===== src/rtl/score_ctrl.sv =====
// score_ctrl: score register, IDLE/PLAY/OVER game FSM, sequential double-dabble BCD converter
// and a vblank-gated digit latch. Define HIGH_SCORE_EN to add the o_high_score register.
module score_ctrl #(
    parameter int VBLANK_LINE = 480,
    parameter int MAX_SCORE   = 255
) (
    input  logic       i_clk,
    input  logic       i_rst_n,
    input  logic       i_start,
    input  logic       i_step,
    input  logic       i_game_over,
    input  logic [9:0] i_vpos,
    output logic [7:0] o_score,
    output logic [3:0] o_digit_hundreds,
    output logic [3:0] o_digit_tens,
    output logic [3:0] o_digit_ones,
    output logic       o_playing,
`ifdef HIGH_SCORE_EN
    output logic [7:0] o_high_score,
`endif
    output logic       o_busy
);

    localparam logic [1:0] S_IDLE  = 2'd0;
    localparam logic [1:0] S_PLAY  = 2'd1;
    localparam logic [1:0] S_OVER  = 2'd2;
    localparam logic       C_IDLE  = 1'b0;
    localparam logic       C_SHIFT = 1'b1;

    localparam logic [9:0] VBLANK_POS = 10'(VBLANK_LINE);
    localparam logic [7:0] SCORE_MAX  = 8'(MAX_SCORE);

    logic [1:0]  state_q, state_d;
    logic [7:0]  score_q, score_d;
    logic        dirty_q, dirty_d;
    logic        conv_state_q, conv_state_d;
    logic [2:0]  count_q, count_d;
    logic [19:0] shift_q, shift_d;
    logic [11:0] pending_q, pending_d;
    logic [11:0] digits_q, digits_d;
    logic [9:0]  vpos_q, vpos_d;

    logic [19:0] shift_adj;
    logic [19:0] shift_next;
    logic        conv_load;
    logic        vblank_evt;

    // Game FSM; game over beats start beats step.
    always_comb begin
        state_d = state_q;
        score_d = score_q;
        if (i_game_over) begin
            if (state_q == S_PLAY) begin
                state_d = S_OVER;
            end
        end else if (i_start) begin
            state_d = S_PLAY;
            score_d = '0;
        end else if (i_step && (state_q == S_PLAY) && (score_q < SCORE_MAX)) begin
            score_d = score_q + 8'd1;
        end
    end

    // One double-dabble iteration: add 3 to each BCD nibble >= 5, then shift left.
    for (genvar gi = 0; gi < 3; gi++) begin : g_adj
        logic [3:0] nib;
        assign nib = shift_q[8 + 4*gi +: 4];
        assign shift_adj[8 + 4*gi +: 4] = (nib >= 4'd5) ? (nib + 4'd3) : nib;
    end
    assign shift_adj[7:0] = shift_q[7:0];
    assign shift_next     = shift_adj << 1;

    assign conv_load = (conv_state_q == C_IDLE) && dirty_q;

    always_comb begin
        conv_state_d = conv_state_q;
        count_d      = count_q;
        shift_d      = shift_q;
        pending_d    = pending_q;
        if (conv_state_q == C_IDLE) begin
            if (dirty_q) begin
                conv_state_d = C_SHIFT;
                count_d      = 3'd0;
                shift_d      = {12'd0, score_q};
            end
        end else begin
            shift_d = shift_next;
            count_d = count_q + 3'd1;
            if (count_q == 3'd7) begin
                pending_d    = shift_next[19:8];
                conv_state_d = C_IDLE;
            end
        end
    end

    // A change landing on the load cycle must survive the clear.
    assign dirty_d = (score_d != score_q) || (dirty_q && !conv_load);

    assign vpos_d     = i_vpos;
    assign vblank_evt = (i_vpos == VBLANK_POS) && (vpos_q != VBLANK_POS);
    assign digits_d   = vblank_evt ? pending_q : digits_q;

    always_ff @(posedge i_clk or negedge i_rst_n) begin
        if (!i_rst_n) begin
            state_q      <= S_IDLE;
            score_q      <= '0;
            dirty_q      <= 1'b0;
            conv_state_q <= C_IDLE;
            count_q      <= '0;
            shift_q      <= '0;
            pending_q    <= '0;
            digits_q     <= '0;
            vpos_q       <= '0;
        end else begin
            state_q      <= state_d;
            score_q      <= score_d;
            dirty_q      <= dirty_d;
            conv_state_q <= conv_state_d;
            count_q      <= count_d;
            shift_q      <= shift_d;
            pending_q    <= pending_d;
            digits_q     <= digits_d;
            vpos_q       <= vpos_d;
        end
    end

`ifdef HIGH_SCORE_EN
    logic [7:0] high_score_q, high_score_d;

    always_comb begin
        high_score_d = high_score_q;
        if ((state_q == S_PLAY) && (state_d == S_OVER) && (score_q > high_score_q)) begin
            high_score_d = score_q;
        end
    end

    always_ff @(posedge i_clk or negedge i_rst_n) begin
        if (!i_rst_n) begin
            high_score_q <= '0;
        end else begin
            high_score_q <= high_score_d;
        end
    end

    assign o_high_score = high_score_q;
`endif

    assign o_score          = score_q;
    assign o_playing        = (state_q == S_PLAY);
    assign o_busy           = (conv_state_q == C_SHIFT);
    assign o_digit_hundreds = digits_q[11:8];
    assign o_digit_tens     = digits_q[7:4];
    assign o_digit_ones     = digits_q[3:0];

endmodule


===== config.mk =====
export PLATFORM = sky130hd
export DESIGN_NAME = score_ctrl
export DESIGN_NICKNAME = d
export VERILOG_FILES = /design/src/rtl/score_ctrl.sv
export SDC_FILE = /design/constraint.sdc
export NUM_CORES = 1
export LEC_CHECK = 0
export CAP_MARGIN = 20
export CORE_MARGIN = 1.5
export CORE_UTILIZATION = 40
export CTS_CLUSTER_SIZE = 25
export DETAILED_ROUTE_END_ITERATION = 7
export PLACE_DENSITY = 0.61
export SLEW_MARGIN = 5
export SYNTH_ARGS = -nofsm -noshare
export SYNTH_HDL_FRONTEND = slang
export SYNTH_SLANG_ARGS = --single-unit
export TNS_END_PERCENT = 5

===== constraint.sdc =====
create_clock -name i_clk -period 1.8 [get_ports i_clk]
set_input_delay 0.36 -clock i_clk [delete_from_list [all_inputs] [get_ports i_clk]]
set_output_delay 0.36 -clock i_clk [all_outputs]
set_load 0.005 [all_outputs]

* Yosys cells after proc, flatten, opt, wreduce, memory -nomap -nowiden *
Cells that the tools add are included.

operators by class
  bitwise logic cells = 1
  reduce and logical (&&, ||, !) cells = 11
  multiplexer cells = 16
  $mul = 0
  shift operators = 0
  equality and inequality tests = 6
  divide/modulo/power cells = 0
  $add $sub $neg = 5
  order comparisons = 4

operators with widths
  operator               count
  $mux W20               2
  $mux W8                3
  $ge A4 B3 Y1 const B   3
  $eq A10 B9 Y1 const B  1
  $ne A10 B9 Y1 const B  1
  $mux W3                3
  $add A4 B2 Y4 const B  2
  $add A8 B1 Y8 const B  1
  $lt A8 B8 Y1 const B   1
  $mux W4                2
  $ne A8 B8 Y1           1
  $mux W2                3
  $logic_and A1 B1 Y1    5
  $reduce_and A2 Y1      2
  $reduce_bool A2 Y1     2
  $add A3 B1 Y3 const B  1
  $add A3 B2 Y3 const B  1
  $eq A3 B3 Y1 const B   1
  $mux W1                3
  $eq A2 B1 Y1 const B   1
  $ne A2 B1 Y1 const B   1
  $logic_not A1 Y1       1
  $logic_or A1 B1 Y1     1
  $not A1 Y1             1

storage, ports and cells
  memories kept = 0
  input port bits = 15
  latch bits = 0
  word-level logic and storage cells = 52
  flip-flop bits (word level) = 69
  RAM bits = 0
  output and inout port bits = 22
  ROM bits = 0

* Depth between registers and ports, before layout *
  depth in word-level cells = 8
  mapped depth = 6
  gate-level depth less buffers = 6

* Least setup slack after synthesis *
No wires, ideal clock.

  kind = input to register
  start = input i_vpos[0]
  end = register digits_q[0]
  arrival = 1395 ps
  cell stages on the path = 5
  path slack = 281 ps
  buffers on the path = 1
  data required time = 1675 ps
  library setup time = 125 ps
  path through = nor4_1 nand4b_1 a21oi_2 buf_6 mux2_2

between the ends
  word-level cells in the longest chain between the ends = 2

RTL lines
  element               RTL line  text
  from (decl)           12        input logic [9:0] i_vpos,
  $eq A10 B9 Y1         100       assign vblank_evt = (i_vpos == VBLANK_POS) && (vpos_q != VBLANK_POS);
  $logic_and A1 B1 Y1   100
  to (signal assigned)  122       digits_q <= digits_d;
  to (decl)             40        logic [11:0] digits_q, digits_d;

No other way between the ends.
A chain may end at the register's enable or synchronous reset.

* Worst setup path after layout *
  start = input i_vpos[3]
  end = register digits_q[2]

The elaborated chain is that of the path after synthesis.

==> impl_metrics.csv <==
group,metric,value,unit
routing,wl_per_cell,12.9,um
timing,fin_crit,1710,ps
synthesis,synth_ff_type,"dfrtp_1",
final_layout,fin_nets,336,
timing,finalHoldViolations,0,
critical_path,rrSetupSlack,200,ps
pwr,power_density,1250,nW/um^2
routing,via_count,2075,
timing,worstMarginPinSlew,408,ps
critical_path,cp.arrival,1930,ps
global_route,antenna_found_initial,0,
routing,ant_nets,0,
synthesis,netlist_area,3040,sq um
global_route,grt_overflow,0,
final_layout,final_common_cell,"dfrtp_1",
final_layout,drive_gt1_share,18.9,%
place,dp.final_hpwl,3.83,mm
critical_path,worstPathCellList,"clkdlybuf4s50_1, nor4_2, nand4b_1, a21oi_2, buf_4, mux2_2",
timing,drv_slew,0,
status,status,"completed",
clock_tree,cts_tree,"yes",
routing,route.met2.wl,2.42,mm
critical_path,end_kind,"register",
clock_tree,clk_latency,330,ps
place,place.port_buffers,36,
routing,top_layer,"met4",
clock_tree,cts_buffers,9,
critical_path,slowest_stage,"clkdlybuf4s50_1",
global_route,grt_pass1_wl,9.47,mm
clock_tree,cts.path.max_buffers,2,
timing,rsz0062_at_grt,"false",
critical_path,cpPeakStageDelay,430,ps
synthesis,synth-seq-cells,69,
die,initial_core_util,41.7,%
pwr,p_leak,0.00180,uW
timing,fin_skew,7.95,ps
hold_path,hp-class,"input port to asynchronous set/reset pin",
critical_path,crit_family,"buffers and inverters",
synthesis,syn-num-nets,282,
routing,drt_iter0_drc,69,
critical_path,critPathMaxFanout,3,
routing,drc,0,
routing,viasPerCell,4.99,
critical_path,r2r-end,"pending_q[6]",
flow_run,cap_violations,0,
clock_tree,clock-root-buffer,"clkbuf_8",
pwr,ir_drop,0.395,mV
final_layout,n_antenna_cell,0,
final_layout,fin_util,52.8,%
synthesis,syn_avg_cell_area,11.8,sq um
critical_path,start_kind,"input port",
global_route,grt_max_degree,70,
final_layout,mostFrequentLayoutCells,"dfrtp_1 (67), clkdlybuf4s50_1 (33), nand2_1 (21)",
synthesis,synthCells,258,
die,core_area,7290,sq um
critical_path,crit_buf_inv,2,
clock_tree,clkSlewWorstSetupHoldPaths,70,ps
die,dieArea,8140,sq um
synthesis,async_flop_share,100,%
routing,wl_met3,203,um
synthesis,ys_seq_area_share,56.8,%
synthesis,synth_edf_count,0,
routing,m1WireLength,2.67,mm
die,die_y,90.2,um
synthesis,synth_cell_types,38,
timing,max_slew_margin,72.6,%
critical_path,r2r.worst_path.cells,5,
critical_path,crit_required,2020,ps
global_route,gr-usage-all-layers,14.6,%
die,top_level_ports,37,
place,finalWeightedCongestion,0.793,
final_layout,syn_to_final_growth,26.5,%
timing,fmax,584,MHz
routing,first_pass_iters,4,
timing,setup_viol,0,
routing,finalWirelength,5.38,mm
critical_path,r2r-start,"shift_q[12]",
die,rows,31,
timing,whs,34.5,ps
clock_tree,clock_sinks,69,
synthesis,ys_warn_count,0,
global_route,first_global_vias,1983,
timing,fin_crit_sh,95.0,%
clock_tree,htreeDepth,3,
critical_path,critical_path_class,"input port to register",
die,die_w,90.2,um
[layer usage]
metal	up-vias	track usage, %
met3	9	4.65
met1	1000	19.8
met2	42	21.4
li1	1024	-
met4	0	6.35
met5	-	0
[stage by stage]
step	worst slack (ps)	setup TNS, ps	power [uW]	cell area, sq um	cells
after floorplan	281	0	3130	3040	258
after global placement	-271	-3200	3520	3620	399
after detailed placement	-319	-3700	3560	3620	399
after CTS	17.9	0	4870	3840	416
after global routing	3.02	0	5160	3850	416
final	89.1	0	4800	3850	416
[area by class of cell]
| class | instances | area, sq um |
|---|---|---|
| multi-input combinational | 168 | 1230 |
| fill | 688 | 3440 |
| inverter | 10 | 37.5 |
| sequential | 69 | 1730 |
| clock buffer | 11 | 151 |
| clock inverter | 5 | 58.8 |
| timing repair buffer | 54 | 517 |
| tap | 99 | 124 |
[cell families after synthesis]
group                    Yosys count  share of synthesized area, %
AO/OA/AOI/OAI                     45                          9.17
adder cells (fa/ha/maj)            9                          3.70
multiplexers                      37                          13.0
XOR/XNOR                           5                          1.44
AND/OR/NAND/NOR                   72                          13.0
buffers and inverters             21                          3.00
flip-flops                        69                          56.8
[timing repair]
| item | 4_1_cts | 5_1_grt |
|---|---|---|
| pin swaps | 0 | 0 |
| endpoints found under the setup margin | 1 | 14 |
| gates resized for setup | 1 | 4 |
| setup buffers | 1 | 0 |
| hold buffers | 0 | 0 |
[cells in the mapped netlist (2+ instances only)]
cell type  number  share of area [%]
nor2_1         11                1.4
nor3_1          8                1.3
xnor2_1         3               0.86
buf_2           4               0.66
nand3_1         2               0.33
inv_1          10                1.2
nor4_1          4               0.82
a31oi_1         3               0.62
nand2_1        21                2.6
clkbuf_1        6               0.74
nor3b_1         8                2.0
o21ai_0        14                2.3
nand4b_1        2               0.58
mux2_2         19                7.0
a21oi_1        12                2.0
a22o_1          3               0.86
xor2_1          2               0.58
a21o_1          7                1.7
nor2b_1         2               0.41
nand2b_1        4               0.82
and3_1          2               0.41
ha_1            9                3.7
and2_1          2               0.41
mux2i_1        18                5.9
dfrtp_1        69                 57
[power by group]
group          switching [uW]  total [uW]  internal [uW]  leakage, uW
clock network             574        1290            715     0.000102
registers                 215        2080           1860     0.000898
logic                     700        1430            729     0.000797
total                    1490        4800           3310      0.00180
[how the worst max path moves through the flow]
stage,startpoint,end,slack (ps),cells past startpoint
5_1_grt,i_vpos[3],digits_q[11],3,6
3_5_place_dp,i_vpos[0],digits_q[0],-320,6
4_1_cts,o_score[4],o_score[4],20,1
2_1_floorplan,i_vpos[0],digits_q[0],280,5
3_3_place_gp,i_vpos[0],digits_q[0],-270,6
6_report,i_vpos[3],digits_q[2],90,6
[state kept, by name, indices dropped and copies added (netlist names)]
signal / cells
o_score: 8
dirty_q: 1
vpos_q: 10
state_q: 2
count_q: 3
shift_q: 20
pending_q: 12
o_busy: 1
digits_q: 12
No activity file was read; power rests on OpenSTA's default activity.
